[config.mk]
export PLATFORM = sky130hd
export DESIGN_NAME = mem_arbiter
export DESIGN_NICKNAME = d
export VERILOG_FILES = /design/src/rtl/octa16_pkg.sv /design/src/rtl/arb_select.sv /design/src/rtl/mem_arbiter.sv
export SDC_FILE = /design/constraint.sdc
export NUM_CORES = 1
export LEC_CHECK = 0
export BUFFER_PORTS_ARGS = -buffer_cell sky130_fd_sc_hd__buf_2
export CORE_MARGIN = 2
export CORE_UTILIZATION = 45
export DETAILED_ROUTE_END_ITERATION = 7
export GPL_TIMING_DRIVEN = 0
export PLACE_DENSITY = 0.79
export SETUP_SLACK_MARGIN = 0.4
export SLEW_MARGIN = 20
export SYNTH_ARGS = -nofsm -noshare
export SYNTH_HDL_FRONTEND = slang
export SYNTH_HIERARCHICAL = 1
export SYNTH_SLANG_ARGS = --single-unit
[constraint.sdc]
create_clock -name clk -period 2.3 [get_ports clk]
set_input_delay 0.115 -clock clk [delete_from_list [all_inputs] [get_ports clk]]
set_output_delay 0.115 -clock clk [all_outputs]
set_load 0.02 [all_outputs]
[src/rtl/octa16_pkg.sv]
// Shared types and default sizes for the octa16 memory arbiter.
package octa16_pkg;
  localparam int AW_DEF           = 16;
  localparam int DW_DEF           = 16;
  localparam int STARVE_LIMIT_DEF = 4;

  typedef enum logic [1:0] {
    IDLE    = 2'd0,
    BUSY_IF = 2'd1,
    BUSY_D  = 2'd2
  } state_t;
endpackage

[src/rtl/arb_select.sv]
// Winner select between fetch and data ports; data has fixed priority.
// Optional fetch starvation guard is enabled by macro FETCH_STARVE_GUARD_EN.
module arb_select
  import octa16_pkg::*;
#(
  parameter int STARVE_LIMIT = STARVE_LIMIT_DEF
) (
  input  logic clk,
  input  logic rst_n,
  input  logic arb_en,
  input  logic if_req,
  input  logic d_req,
  output logic pick_if,
  output logic pick_d
);

`ifdef FETCH_STARVE_GUARD_EN
  localparam int CW = $clog2(STARVE_LIMIT + 1);

  logic [CW-1:0] starve_cnt;
  logic          fetch_due;

  assign fetch_due = (starve_cnt == CW'(STARVE_LIMIT));

  always_comb begin
    pick_if = arb_en & if_req & (~d_req | fetch_due);
    pick_d  = arb_en & d_req & ~pick_if;
  end

  // Counter only moves on arbitration cycles; at the limit fetch wins, so it never overflows.
  always_ff @(posedge clk or negedge rst_n) begin
    if (!rst_n) begin
      starve_cnt <= '0;
    end else if (arb_en) begin
      if (pick_if || !if_req) begin
        starve_cnt <= '0;
      end else if (pick_d) begin
        starve_cnt <= starve_cnt + 1'b1;
      end
    end
  end
`else
  localparam int unused_limit = STARVE_LIMIT;
  logic unused_ok;

  assign unused_ok = ^{clk, rst_n};

  always_comb begin
    pick_d  = arb_en & d_req;
    pick_if = arb_en & if_req & ~d_req;
  end
`endif

endmodule

[src/rtl/mem_arbiter.sv]
// Two-port (fetch/data) single-memory arbiter with a three-state FSM.
// Optional fetch starvation guard: define FETCH_STARVE_GUARD_EN.
module mem_arbiter
  import octa16_pkg::*;
#(
  parameter int AW           = AW_DEF,
  parameter int DW           = DW_DEF,
  parameter int STARVE_LIMIT = STARVE_LIMIT_DEF
) (
  input  logic          clk,
  input  logic          rst_n,
  input  logic          if_req,
  input  logic [AW-1:0] if_addr,
  output logic          if_gnt,
  output logic          if_rvalid,
  output logic [DW-1:0] if_rdata,
  input  logic          d_req,
  input  logic          d_we,
  input  logic [AW-1:0] d_addr,
  input  logic [DW-1:0] d_wdata,
  output logic          d_gnt,
  output logic          d_rvalid,
  output logic [DW-1:0] d_rdata,
  output logic          mem_en,
  output logic          mem_we,
  output logic [AW-1:0] mem_addr,
  output logic [DW-1:0] mem_wdata,
  input  logic [DW-1:0] mem_rdata,
  input  logic          mem_ready
);

  // Handshake: a requester holds req until it sees gnt (one-cycle pulse in the
  // first BUSY cycle); the matching rvalid pulses once in the following IDLE cycle.

  state_t        state;
  state_t        state_nxt;
  logic [AW-1:0] addr_q;
  logic [DW-1:0] wdata_q;
  logic          we_q;
  logic          arb_en;
  logic          pick_if;
  logic          pick_d;

  assign arb_en = (state == IDLE);

  arb_select #(
    .STARVE_LIMIT (STARVE_LIMIT)
  ) u_arb_select (
    .clk     (clk),
    .rst_n   (rst_n),
    .arb_en  (arb_en),
    .if_req  (if_req),
    .d_req   (d_req),
    .pick_if (pick_if),
    .pick_d  (pick_d)
  );

  always_comb begin
    state_nxt = state;
    case (state)
      IDLE: begin
        if (pick_d) begin
          state_nxt = BUSY_D;
        end else if (pick_if) begin
          state_nxt = BUSY_IF;
        end
      end
      BUSY_IF, BUSY_D: begin
        if (mem_ready) begin
          state_nxt = IDLE;
        end
      end
      default: state_nxt = IDLE;
    endcase
  end

  always_ff @(posedge clk or negedge rst_n) begin
    if (!rst_n) begin
      state <= IDLE;
    end else begin
      state <= state_nxt;
    end
  end

  always_ff @(posedge clk or negedge rst_n) begin
    if (!rst_n) begin
      addr_q    <= '0;
      wdata_q   <= '0;
      we_q      <= 1'b0;
      if_gnt    <= 1'b0;
      d_gnt     <= 1'b0;
      if_rvalid <= 1'b0;
      d_rvalid  <= 1'b0;
      if_rdata  <= '0;
      d_rdata   <= '0;
    end else begin
      if_gnt    <= 1'b0;
      d_gnt     <= 1'b0;
      if_rvalid <= 1'b0;
      d_rvalid  <= 1'b0;
      if (pick_d) begin
        addr_q  <= d_addr;
        we_q    <= d_we;
        wdata_q <= d_wdata;
        d_gnt   <= 1'b1;
      end else if (pick_if) begin
        addr_q  <= if_addr;
        we_q    <= 1'b0;
        wdata_q <= '0;
        if_gnt  <= 1'b1;
      end
      if (state == BUSY_IF && mem_ready) begin
        if_rdata  <= mem_rdata;
        if_rvalid <= 1'b1;
      end
      // Writes complete with an acknowledge only; read data register is left alone.
      if (state == BUSY_D && mem_ready) begin
        d_rvalid <= 1'b1;
        if (!we_q) begin
          d_rdata <= mem_rdata;
        end
      end
    end
  end

  assign mem_en    = (state != IDLE);
  assign mem_we    = (state == BUSY_D) & we_q;
  assign mem_addr  = addr_q;
  assign mem_wdata = wdata_q;

endmodule
After elaboration in Yosys (flattened, before gate mapping)
Cells that the tools add are included.

Output and inout bits: 70. Input bits: 70. Memories: 0. Register bits after elaboration: 71. Memory bits (writable): 0. Bits in read-only memories: 0. Latch bits: 0. Logic and storage cells: 43.

Bitwise gates (word level): 6. Shifts and indexed selects: 0. Reduce and logical (&&, ||, !) cells: 8. Muxes and demuxes: 15. $lt $le $gt $ge: 0. Add/sub/neg operators: 0. Divide/modulo/power cells: 0. Equal/unequal tests: 4. $mul: 0.

Operator list (number): 2-to-1 mux 16 bit (4); 2-to-1 mux 1 bit (7); 2-to-1 mux 2 bit (3); AND 1 bit (4); one-hot mux 2 bit (2 select lines) (1); AND reduction 2 bit (2); nonzero test 2 bit (2); inequality test 3 bit, second input constant (1); == test 2 x 1 -> 1 bit, second input constant (1); == test 2 bit, second input constant (1); logical AND 1 bit (2); logical NOT 2 bit (1); inequality test 2 bit, second input constant (1); inverter 1 bit (2); OR reduction 2 bit (1).

Depth between registers and ports, before layout
Gate-level depths: netlist of run 1.

Word-level depth: 6. Gate-level depth with buffers: 7. Gate-level depth less buffers: 5.

Modules after synthesis
Netlist of run 1, hierarchy kept.

By module, submodules not included: mem_arbiter (area each 2821.5 um^2, times used 1, seq. area each 1776.7 um^2, cells each 199); arb_select (area each 16.3 um^2, times used 1, seq. area each 0.0 um^2, cells each 2).

Worst setup path after synthesis of run 1
Ideal clock, no wire load.

Kind: register -> register. Start point: register state[0]. End point: register state[1]. Setup time: 122 ps. Period minus slack after synthesis: 1598 ps. Path slack: 702 ps. Data arrival time: 1477 ps. Data required time: 2178 ps. Buffers on the path: 2. Cell stages (with the launch flop): 8. Cell sequence: dfrtp_1 -> inv_1 -> ha_1 -> and3b_1 -> buf_4 -> buf_4 -> o21ai_0 -> a32o_1.

Longest elaborated chain between the ends: 5. Elaborated cells on any way between the ends: 12. Classes of those cells: eq/ne: 4; mux: 2; bitwise: 3; reduce/logical: 3.

Ends and longest elaborated chain: start: declaration (line mem_arbiter.sv:35) `state_t state;`; start signal: assignment (line mem_arbiter.sv:81) `state <= state_nxt;`; logical NOT 2 bit (line mem_arbiter.sv:44) `assign arb_en = (state == IDLE);`; net arb_en (line mem_arbiter.sv:40) `logic arb_en;`; AND 1 bit (2 in a row) (line arb_select.sv:50) `pick_if = arb_en & if_req & ~d_req;`; net pick_if (line mem_arbiter.sv:41) `logic pick_if;`; inequality test 3 bit (no line); AND reduction 2 bit (no line).

The timed path passes the listed nets, and every way through them passes these cells. A chain may end at the register's enable or synchronous reset.

Worst setup path in the final report of run 1
Start point: register state[0]. End point: register addr_q[11], in the netlist mem_addr[11].

Longest elaborated chain between the ends: 4. Elaborated cells on any way between the ends: 6. Classes of those cells: mux: 1; bitwise: 3; reduce/logical: 2.

Ends and longest elaborated chain: logical NOT 2 bit (line mem_arbiter.sv:44); net arb_en (line mem_arbiter.sv:40); AND 1 bit (2 in a row) (line arb_select.sv:50); net pick_if (line mem_arbiter.sv:41); nonzero test 2 bit (no line); end signal: assignment (line mem_arbiter.sv:102) `addr_q <= d_addr;`; end signal: assignment (line mem_arbiter.sv:107) `addr_q <= if_addr;`; end: declaration (line mem_arbiter.sv:37) `logic [AW-1:0] addr_q;`.

The timed path passes the listed nets, and every way through them passes these cells.

==> summary.md, run 1 <==
| Metric | Value |
|---|---|
| Total GRT Usage | approximately a fifth |
| H-tree levels | 3 |
| Die X | 83.4 um |
| Post-Layout Cell Count | 451 |
| HPWL after DPL | around 4700 um |
| Worst setup EP type | flop |
| Worst-path clk slew | 70 ps |
| Post-layout min period | around 1800 ps |
| Vias per cell | 4.86 |
| First-pass GRT wire length | approximately 11000 um |
| Height of the chip | 83.4 um |
| TritonRoute pass-1 iters | 4 |
| Endpoints failing setup | 0 |
| Sequential-to-total area share from yosys stat | roughly 63% |
| Ys Warns | 6 |
| Wire length on met2 | 3300 um |
| CP max stage delay | ~380 ps |
| Required @ worst endpoint | 2500 ps |
| Via count | about 2200 |
| Vias in the first global route | ~2300 |
| Mean post-synth cell area | approximately 14 sq um |
| Initial core utilization | roughly 47% |
| Total CTS buffers | 9 |
| Synthesized net count | 274 |
| Final WL | 6630 um |
| Share of cells above drive strength 1 | a little over half |
| Core Footprint | roughly 6000 sq um |
| Startpoint Class | flop |
| TNS Setup | 0 ps |
| RSZ-0062 raised after global routing | no |
| Combinational power share | roughly 44% |
| Syn Std Cell Area | about 2800 sq um |
| Relative slew slack | between 60% and 70% |
| DR WL met3 | between 400 and 500 um |
| Max Cap Violations | 0 |
| Peak supply drop | about 0.71 mV |
| Cells after synthesis | 201 |
| Status | finished, final reports clean |
| Final antenna-violating net count | 0 |
| R2r setup slk | 530 ps |
| PD cells | approximately 1400 nW/um^2 |
| Cell Rows | 28 |
| Sw Ratio | 38.3% |
| FF+latch area | approximately 1800 sq um |
| Drt wl/cell | 14.7 um |
| Grt ovf | 0 |
| Fmax | 0.566 GHz |
| Largest fanout on the critical path | 10 |
| Inst Count DP | roughly 420 |
| Gpl congestion | around 0.74 |
| Total inserted antenna cells | 0 |
| # DRC | 0 |
| Top routing layer used | met4 |
| Area occupied by multi-input gates | 980 sq um |
| Port Buffers | about 140 |
| Yosys reg bits | roughly 70 |
| Clock skew | ~8.7 ps |
| Hold Crit Class | input pin to flop |
| WP data arrival | 1960 ps |
| DR iter-0 viols | 74 |
| Flop pwr share | 37.8% |
| Final Net Count | around 440 |
| Total die area | 6960 sq um |
| Final period utilization | between 70% and 80% |
| Clock power share | approximately 18% |
| Fill cells | roughly 450 |
| Leakage | between 2 and 2.5 nW |
| Sw Pwr | ~2.2 mW |
| Slew Limit Fails | 0 |
| Clock root buffer | clkbuf_8 |
| Final hold vios | 0 |
| Yosys cell types | 21 |
| Initial antenna violation count | 0 |
| Crit path cell chain | inv_1, ha_1, and3b_1, buf_6, buf_6, mux2i_1, o21ai_0 |
| Max clock buf depth | 2 |
| Area growth syn-to-layout | 43.3% |
| Met1 wire length | roughly 2800 um |
| CP most frequent cell | buf_6 |
| Worst Tran Pin Value | 473 ps |
| Slowest CP cell | dfrtp_1 |
| # clock sinks | between 70 and 80 |
| CTS tree | built |
| Crit Path Category | flop to flop |
| Clock latency on the worst-skew pair | 330 ps |
| Largest net degree at the start of global routing | 37 |
| Ports | between 100 and 150 |
| Total internal power | approximately 3.5 mW |
-- power groups by stage --
stage	combinational, mW	sequential [mW]	clock [mW]
floorplan	0.881	2.84	0
global placement	2.41	2.11	0
detailed placement	2.48	2.14	0
CTS	2.50	2.13	1.05
global route	2.65	2.20	1.12
finish	2.48	2.13	1.02
-- routing by layer --
metal  vias to the layer above  global-route usage [%]
met5                         -                       0
met4                         0                    6.74
met3                         6                    5.17
met2                        87                    32.4
met1                      1055                    25.2
li1                       1043                       -
-- per-stage QoR --
step	util, %	area, sq um	setup WS, ps	hold slack, ps	power, mW
after floorplan	-	2840	702	-181	3.72
after global placement	60.5	3630	480	319	4.52
after detailed placement	60.9	3650	460	107	4.61
after CTS	67.4	4040	445	2.16	5.68
after global routing	67.9	4070	417	1.24	5.97
final	67.9	4070	534	18.5	5.63
-- cell usage after synthesis --
cell type  instances  share of area (%)
a22o_1            17                5.2
o21ai_0           18                3.2
nor2_2             1               0.22
dfrtp_1           71                 63
and3b_1            1               0.31
a21boi_0           1               0.26
mux2_2            22                8.7
clkbuf_1           5               0.66
mux2i_1           16                5.6
ha_1               3                1.3
and2_1             1               0.22
inv_1              4               0.53
buf_2              3               0.53
buf_4              2               0.53
nand2_1           18                2.4
nand2b_1           2               0.44
mux2_4            10                5.3
nor2b_1            1               0.22
buf_6              2               0.79
and2_2             2               0.53
a32o_1             1               0.35
-- cell families (layout without fill, tap and decap cells) --
family | after synthesis | in the layout | share of synthesized area (%)
buffers and inverters | 16 | 191 | 3.04
AO/OA/AOI/OAI | 37 | 37 | 9.04
adder cells (fa/ha/maj) | 3 | 3 | 1.32
flip-flops | 71 | 71 | 62.6
AND/OR/NAND/NOR | 26 | 26 | 4.32
multiplexers | 48 | 48 | 19.7
-- area by class of cell --
cell class,instances,area share [%]
Clock inverter,2,0.923
Sequential cell,71,43.7
Multi-Input combinational cell,114,24.1
Clock buffer,14,4.24
Timing Repair Buffer,159,22.3
Inverter,4,0.369
Tap cell,75,2.31
Buffer,12,2.06
-- state kept, by name, summed over array words and instances (netlist names) --
signal,count
d_gnt,1
d_rdata,16
d_rvalid,1
if_gnt,1
if_rdata,16
if_rvalid,1
mem_addr,16
mem_wdata,16
state,2
we_q,1
-- critical path, delay by kind of cell (launching register included) --
kind                       cells  cell delay [ps]
AOI/OAI and AO/OA              1               90
DFF                            1              380
muxes                          1              200
and+or+nand+nor                1              260
buffers and inverters          3              480
adders and majority gates      1              230
-- cells in the final DEF (no fill, tap or decap), drive strengths merged, types with 2 or more instances in the layout --
cell type	count
a22o	17
and2	3
buf	147
clkbuf	19
dfrtp	71
dlygate4sd3	19
ha	3
inv	4
mux2	32
mux2i	16
nand2	18
nand2b	2
o21ai	18
-- path summary, 6_finish.rpt --
kind	start	endpoint	cells past startpoint
max in group asynchronous	rst_n	mem_addr[11]	3
max reg2reg	state[0]	mem_addr[11]	7
max	state[0]	mem_addr[11]	7
min in group asynchronous	rst_n	d_rdata[15]	2
min reg2reg	mem_wdata[14]	mem_wdata[14]	1
min	d_wdata[11]	mem_wdata[11]	2
-- repair_timing --
action / CTS / global route
setup endpoints to repair: 0 / 27
setup buffers: 0 / 0
hold buffers: 18 / 1
hold endpoints to repair: 52 / 1
gates resized for setup: 0 / 11
Note: power is estimated with default switching activity, not from simulation.
==> run 2: changes to the inputs <==
ABC_AREA = 1   (was default)
CORE_UTILIZATION = 41   (was 45)
PLACE_DENSITY = 0.76   (was 0.79)
clock period = 1.6 ns   (was 2.3 ns; I/O delays follow)
==> run 2 against run 1 <==
Against the previous run: worst hold slack improved by 4.3 ps; area after synthesis fell by 0.75%; die area rose by 8.5%; flip-flop and latch count did not move; via count rose by 44%; global-route usage rose by 4.6 points; register-to-register slack got worse by 380 ps; first-iteration DRC count rose by 38%; fmax rose by 22%; synthesized cell count rose by 55%; critical path depth rose by 2; critical path type unchanged; largest cell class is now non-clock buffers; highest routed layer unchanged.
==> summary.md, run 2 <==
| Metric | Value |
|---|---|
| Status | finished, final reports clean |
| Final period utilization | 90.4% (+14 points) |
| Synth top cells by count | nand2_1, dfrtp_1, inv_1 |
| Ports | 140 (unchanged) |
| Final antenna-violating net count | 0 (unchanged) |
| Initial antenna violation count | 0 (unchanged) |
| Asr flop ratio synth | 100% (unchanged) |
| Max clock buf depth | 2 (unchanged) |
| RSZ-0062 raised after global routing | yes |
| Syn Std Cell Area | 2820 sq um (-0.75%) |
| Sequential-to-total area share from yosys stat | 63.1% (+0.47 points) |
| First-pass GRT wire length | 14200 um (+30%) |
| Final WL | 9550 um (+44%) |
| Fmax | 0.691 GHz (+22%) |
| H-tree levels | 3 (unchanged) |
| DR iter-0 viols | 102 (+38%) |
| Cells after synthesis | 312 (+55%) |
| HPWL after DPL | 5000 um (+5.8%) |
| Worst-path clk slew | 70 ps (about the same) |
| Slew Limit Fails | 0 (unchanged) |
| Vias in the first global route | 3125 (+38%) |
| Synth top area share | 63.1% (+0.47 points) |
| Grt ovf | 0 (unchanged) |
| TNS Setup | 0 ps (unchanged) |
| # clock sinks | 71 (unchanged) |
| Crit Path Category | flop to flop |
| Mean post-synth cell area | 9.03 sq um (-36%) |
| Largest fanout on the critical path | 7 (-3) |
| PD cells | 1880 nW/um^2 (+35%) |
| # DRC | 0 (unchanged) |
| Ys Warns | 6 (unchanged) |
| Core Footprint | 6720 sq um (+12%) |
| Cell Rows | 30 (+7.1%) |
| Top routing layer used | met4 |
| Hold WS | 22.8 ps (+4.30 ps) |
| DR WL met3 | 703 um (+59%) |
| Hold Crit Class | input pin to flop |
| Drt wl/cell | 15.0 um (+1.9%) |
| Clock latency on the worst-skew pair | 330 ps (about the same) |
| Via count | 3149 (+44%) |
| Commonest non-fill, non-tap cell in the layout | buf_2 |
| Largest net degree at the start of global routing | 48 (+30%) |
| Height of the chip | 86.9 um (+4.2%) |
| Leakage | 2.81 nW (+32%) |
| Most area-consuming cells after synthesis | dfrtp_1, nand2_1, inv_1 |
| Clock root buffer | clkbuf_8 |
| Relative slew slack | 77.0% (+8.5 points) |
| Port Buffers | 139 (unchanged) |
| WP data arrival | 1720 ps (-240 ps) |
| Total CTS buffers | 9 (unchanged) |
| Area growth syn-to-layout | 80.4% |
| TritonRoute pass-1 iters | 6 (+2) |
| Final hold vios | 0 (unchanged) |
| Initial core utilization | 41.9% (-5.5 points) |
| Ys flop type | dfrtp_1 |
| Clock skew | 3.45 ps (-5.28 ps) |
| Gpl congestion | 0.806 (+9.2%) |
| Met1 wire length | 3600 um (+27%) |
| Synthesized net count | 385 (+41%) |
| Worst Tran Pin Value | 345 ps (-128 ps) |
| Inst Count DP | 532 (+28%) |
| Total inserted antenna cells | 0 (unchanged) |
| Peak supply drop | 1.21 mV (+70%) |
| Number of synthesized flops with an enable pin | 0 (unchanged) |
| CTS tree | built |
| Yosys cell types | 16 (-24%) |
| Total GRT Usage | 24.2% (+4.6 points) |
| Startpoint Class | flop |
| Endpoints failing setup | 0 (unchanged) |
| Wire length on met2 | 4940 um (+50%) |
| Required @ worst endpoint | 1870 ps (-630 ps) |
| Final Net Count | 625 (+41%) |
| Area leader, netlist | dfrtp_1 |
| Share of cells above drive strength 1 | 45.8% (-7.4 points) |
| Most instantiated library cell after synthesis | nand2_1 |
| Fill cells | 432 (-4.6%) |
| Vias per cell | 4.94 (+1.8%) |
| Post-Layout Cell Count | 637 (+41%) |
| Die X | 86.9 um (+4.2%) |
| Max Cap Violations | 0 (unchanged) |
| Total die area | 7550 sq um (+8.5%) |
| Most frequent cells in the layout | buf_2, nand2_1, dfrtp_1 |
| Post-layout min period | 1450 ps (-320 ps) |
| Fin util | 75.6% (+7.7 points) |
| Yosys reg bits | 71 (unchanged) |
| Worst setup EP type | flop |
## run 2: cell count changes after synthesis, moves of 10 or more
| cell | change |
|---|---|
| a22o_1 | -17 |
| inv_1 | +21 |
| nand3_1 | +18 |
| o21ai_1 | +16 |
| mux2_4 | -10 |
| mux2i_1 | -16 |
| nand2_1 | +125 |
| mux2_2 | -22 |
## run 2: final timing paths
path                                from  slack (ps)           end  cells past startpoint
hold / removal             mem_rdata[12]          20   d_rdata[12]                      3
hold reg to reg             mem_wdata[7]         470  mem_wdata[7]                      2
max in group asynchronous          rst_n         870   mem_addr[0]                      3
min in group asynchronous          rst_n         190    d_rdata[5]                      2
setup / recovery                state[0]         150  mem_addr[13]                      9
setup reg to reg                state[0]         150  mem_addr[13]                      9
## run 2: area by class of cell
cell class | count | area [sq um] | share of cell area (%)
sequential | 71 | 1780 | 35.0
timing repair buffer | 229 | 1620 | 31.8
multi-input combinational | 200 | 1100 | 21.6
buffer | 14 | 161 | 3.18
clock buffer | 13 | 159 | 3.13
inverter | 27 | 106 | 2.09
tap | 80 | 100 | 1.97
clock inverter | 3 | 65.1 | 1.28
## run 2: worst max-delay path, cell delays in order (launching register included)
cell and delay [ps]:
dfrtp_1 400, inv_2 90, ha_4 170, nand2_4 50, nor2_4 100, inv_2 70, nor2_4 200, buf_6 160
nand2_1 70, nand3_1 70
## run 2: where the power goes
group          leakage (nW)  switching (mW)  internal [mW]  total (mW)
registers             0.893           0.491           2.60        3.09
logic                  1.80            2.83           2.01        4.84
clock network         0.114           0.635          0.963        1.60
total                  2.81            3.95           5.57        9.53
## run 2: logic make-up after synthesis
kind of cell | share of synthesized area (%)
AND/OR/NAND/NOR | 23.5
flip-flops | 63.1
buffers and inverters | 6.40
AO/OA/AOI/OAI | 5.69
adder cells (fa/ha/maj) | 1.33
## run 2: routing by layer
layer,vias to the layer above,global-route usage (%)
met1,1492,26.9
met3,31,5.12
li1,1448,-
met2,178,43.6
met4,0,11.6
met5,-,0
## run 2: metrics by stage
stage / setup WS [ps] / total power, mW / cell area [sq um]
after detailed placement: 64.0 / 6.67 / 3680
after CTS: 186 / 8.78 / 4760
after global routing: 76.4 / 10.1 / 5080
final: 154 / 9.53 / 5080
after floorplan: 246 / 5.36 / 2860
after global placement: 86.9 / 6.57 / 3650
## run 2: timing repair
action / in CTS / in global routing
gates cloned: 8 / 0
hold buffers: 61 / 0
endpoints found under the setup margin: 71 / 70
gates resized for setup: 35 / 82
pin swaps: 6 / 7
setup buffers: 10 / 10
hold endpoints to repair: 76 / 0
==> run 3: changes to the inputs <==
CORE_MARGIN = default   (was 2)
CORE_UTILIZATION = 24   (was 41)
PLACE_DENSITY = default   (was 0.76)
SYNTH_HIERARCHICAL = default   (was 1)
==> run 3 against run 2 <==
Against the previous run: flip-flop and latch count did not move; non-clock buffer count down 39; clock skew rose by 0.76 ps; cell area is 1.0% lower; count of clock-buffer cells in the layout up 1.
==> summary.md, run 3 <==
| Metric | Value |
|---|---|
| Status | finished, final reports clean |
| Power Total | 10.2 mW (+7.4%) |
| Final hold vios | 0 (unchanged) |
| Worst setup EP type | output port |
| Final period utilization | 85.5% (-4.9 points) |
| Critical path's top delay family | buffers and inverters |
| Die X | 113 um (+30%) |
| RSZ-0062 raised after global routing | yes |
| Sw Ratio | 40.0% (-1.4 points) |
| Ports | 140 (unchanged) |
| TritonRoute pass-1 iters | 4 (-2) |
| Drt wl/cell | 13.2 um (-12%) |
| Total inserted antenna cells | 0 (unchanged) |
| Final setup margin | 232 ps (+78.1 ps) |
| Slowest CP cell | dfrtp_1 |
| Slew Limit Fails | 0 (unchanged) |
| Flop pwr share | 29.9% (-2.6 points) |
| Initial core utilization | 24.6% (-17 points) |
| Synth top area share | 60.5% (-2.6 points) |
| Hold Crit Class | input pin to flop |
| Relative slew slack | 77.7% (+0.70 points) |
| Mean post-synth cell area | 8.49 sq um (-5.9%) |
| Max clock buf depth | 2 (unchanged) |
| Synth top cells by count | nand2_1, dfrtp_1, o21ai_0 |
| Worst slack at placement | 48.6 ps (-15.4 ps) |
| HPWL after DPL | 5960 um (+19%) |
| Most frequent cells in the layout | buf_2, nand2_1, dfrtp_1 |
| Ys Warns | 0 (-6) |
| Peak supply drop | 0.950 mV (-22%) |
| Clock skew | 4.21 ps (+0.762 ps) |
| Cell Rows | 40 (+33%) |
| Crit path cell chain | inv_2, ha_4, buf_6, buf_6, inv_2, buf_6 |
| CP max stage delay | 390 ps (about the same) |
| Required @ worst endpoint | 1520 ps (-350 ps) |
| Commonest non-fill, non-tap cell in the layout | buf_2 |
| Leakage | 2.83 nW (+0.92%) |
| Total GRT Usage | 14.7% (-9.5 points) |
| Asr flop ratio synth | 100% (unchanged) |
| Grt ovf | 0 (unchanged) |
| Yosys reg bits | 71 (unchanged) |
| Combinational power share | 47.8% (-3.0 points) |
| R2r setup slk | 280 ps (+130 ps) |
| Final antenna-violating net count | 0 (unchanged) |
| Fill cells | 1188 (+180%) |
| Most area-consuming cells after synthesis | dfrtp_1, nand2_1, o21ai_0 |
| CP most frequent cell | buf_6 |
| Inst Count DP | 633 (+19%) |
| Area growth syn-to-layout | 71.1% |
| Crit Path Category | flop to output port |
| Worst Tran Pin Value | 335 ps (-10.6 ps) |
| Endpoints failing setup | 0 (unchanged) |
| H-tree levels | 3 (unchanged) |
| Final WL | 9210 um (-3.6%) |
| Most instantiated library cell after synthesis | nand2_1 |
| Number of synthesized flops with an enable pin | 0 (unchanged) |
| Vias in the first global route | 2933 (-6.1%) |
| Area leader, netlist | dfrtp_1 |
| Total CTS buffers | 9 (unchanged) |
| Sequential-to-total area share from yosys stat | 60.5% (-2.6 points) |
| Share of cells above drive strength 1 | 47.3% (+1.5 points) |
| Worst-path clk slew | 60 ps (about the same) |
| Via count | 3004 (-4.6%) |
| # clock sinks | 71 (unchanged) |
| Clock root buffer | clkbuf_16 |
| Vias per cell | 4.31 (-13%) |
| Gpl congestion | 0.729 (-9.5%) |
| Largest fanout on the critical path | 3 (-4) |
| Fmax | 0.731 GHz (+5.7%) |
| Max Cap Violations | 0 (unchanged) |
| Sw Pwr | 4.10 mW (+3.7%) |
| # DRC | 0 (unchanged) |
| Post-Layout Cell Count | 697 (+9.4%) |
| First-pass GRT wire length | 14400 um (+1.5%) |
| Cells after synthesis | 346 (+11%) |
| Port Buffers | 139 (unchanged) |
| TNS Setup | 0 ps (unchanged) |
| DR iter-0 viols | 102 (unchanged) |
| Clock power share | 22.3% (+5.5 points) |
| Post-layout min period | 1370 ps (-78.1 ps) |
| Total internal power | 6.14 mW (+10%) |
| Synthesized net count | 419 (+8.8%) |
| PD cells | 2030 nW/um^2 (+8.5%) |
| Clock latency on the worst-skew pair | 340 ps (about the same) |
| Core Footprint | 12000 sq um (+78%) |
| WP data arrival | 1290 ps (-430 ps) |
| CP bufs+invs | 5 (+2) |
| Startpoint Class | flop |
| Largest net degree at the start of global routing | 51 (+6.3%) |
| Final Net Count | 618 (-1.1%) |
| Height of the chip | 113 um (+30%) |
| CTS tree | built |
| Syn Std Cell Area | 2940 sq um (+4.4%) |
| Total die area | 12700 sq um (+68%) |
| Ys flop type | dfrtp_1 |
| Initial antenna violation count | 0 (unchanged) |
| Yosys cell types | 14 (-2) |
run 3: cells by family (layout without fill, tap and decap cells):
group,Yosys count,after routing,share of synthesized area [%]
and+or+nand+nor,195,195,25.9
AOI/OAI and AO/OA,33,33,5.75
buffers and inverters,44,248,6.64
adders and majority gates,3,3,1.28
DFF,71,71,60.5
run 3: stage by stage:
step | utilization, % | instance area, sq um | hold slack (ps)
final | 42.1 | 5030 | 6.50
after global routing | 42.1 | 5030 | 11.9
after CTS | 40.2 | 4800 | 1.82
after detailed placement | 32.2 | 3860 | 2.45
after global placement | 32.0 | 3830 | 281
after floorplan | - | 2950 | -216
run 3: repair_timing:
| item | in CTS | in global routing |
|---|---|---|
| setup endpoints to repair | 71 | 70 |
| gates cloned | 6 | 4 |
| pin swaps | 17 | 15 |
| hold buffers | 22 | 0 |
| buffers inserted | 12 | 4 |
| endpoints found under the hold margin | 92 | 0 |
| gates resized for setup | 85 | 55 |
run 3: worst paths after layout:
check | from | depth (start not counted) | end
max | state[1] | 6 | mem_en
max reg2reg | state[0] | 8 | mem_addr[9]
min reg2reg | mem_wdata[9] | 2 | mem_wdata[9]
min | mem_rdata[4] | 3 | d_rdata[4]
max in group asynchronous | rst_n | 3 | mem_wdata[0]
min in group asynchronous | rst_n | 2 | d_rdata[15]
run 3: cell type report:
class | instances | area [sq um] | area share (%)
plain buffers | 16 | 185 | 3.68
clock buffers | 14 | 284 | 5.65
clock inverters | 2 | 60.1 | 1.19
inverters | 28 | 115 | 2.29
multi-input cells | 231 | 1190 | 23.7
flip-flops and latches | 71 | 1780 | 35.3
well taps | 147 | 184 | 3.66
repair buffers | 188 | 1230 | 24.6
run 3: per-layer routing:
layer  vias to the layer above  global-route usage [%]  routed length, um
li1                       1460                       -                  -
met1                      1408                    18.1               4010
met2                       115                    23.5               4360
met3                        21                    4.27                582
met4                         0                    7.38                249
met5                         -                       0                  0
run 3: worst register-to-register path: stages (launching register included):
cell,delay (ps)
dfrtp_1,360
inv_2,60
ha_4,160
buf_6,130
o21ai_4,120
inv_2,100
buf_2,170
nand2_1,70
nand2_1,40
run 3: power by group through the flow:
| stage | registers [mW] | clock network, mW | logic, mW |
|---|---|---|---|
| 3_5_place_dp | 3.04 | 0 | 3.73 |
| 4_1_cts | 3.03 | 2.33 | 4.53 |
| 5_1_grt | 3.16 | 2.42 | 5.33 |
| 3_3_place_gp | 3.02 | 0 | 3.66 |
| 6_report | 3.06 | 2.28 | 4.89 |
| 2_1_floorplan | 3.98 | 0 | 1.39 |
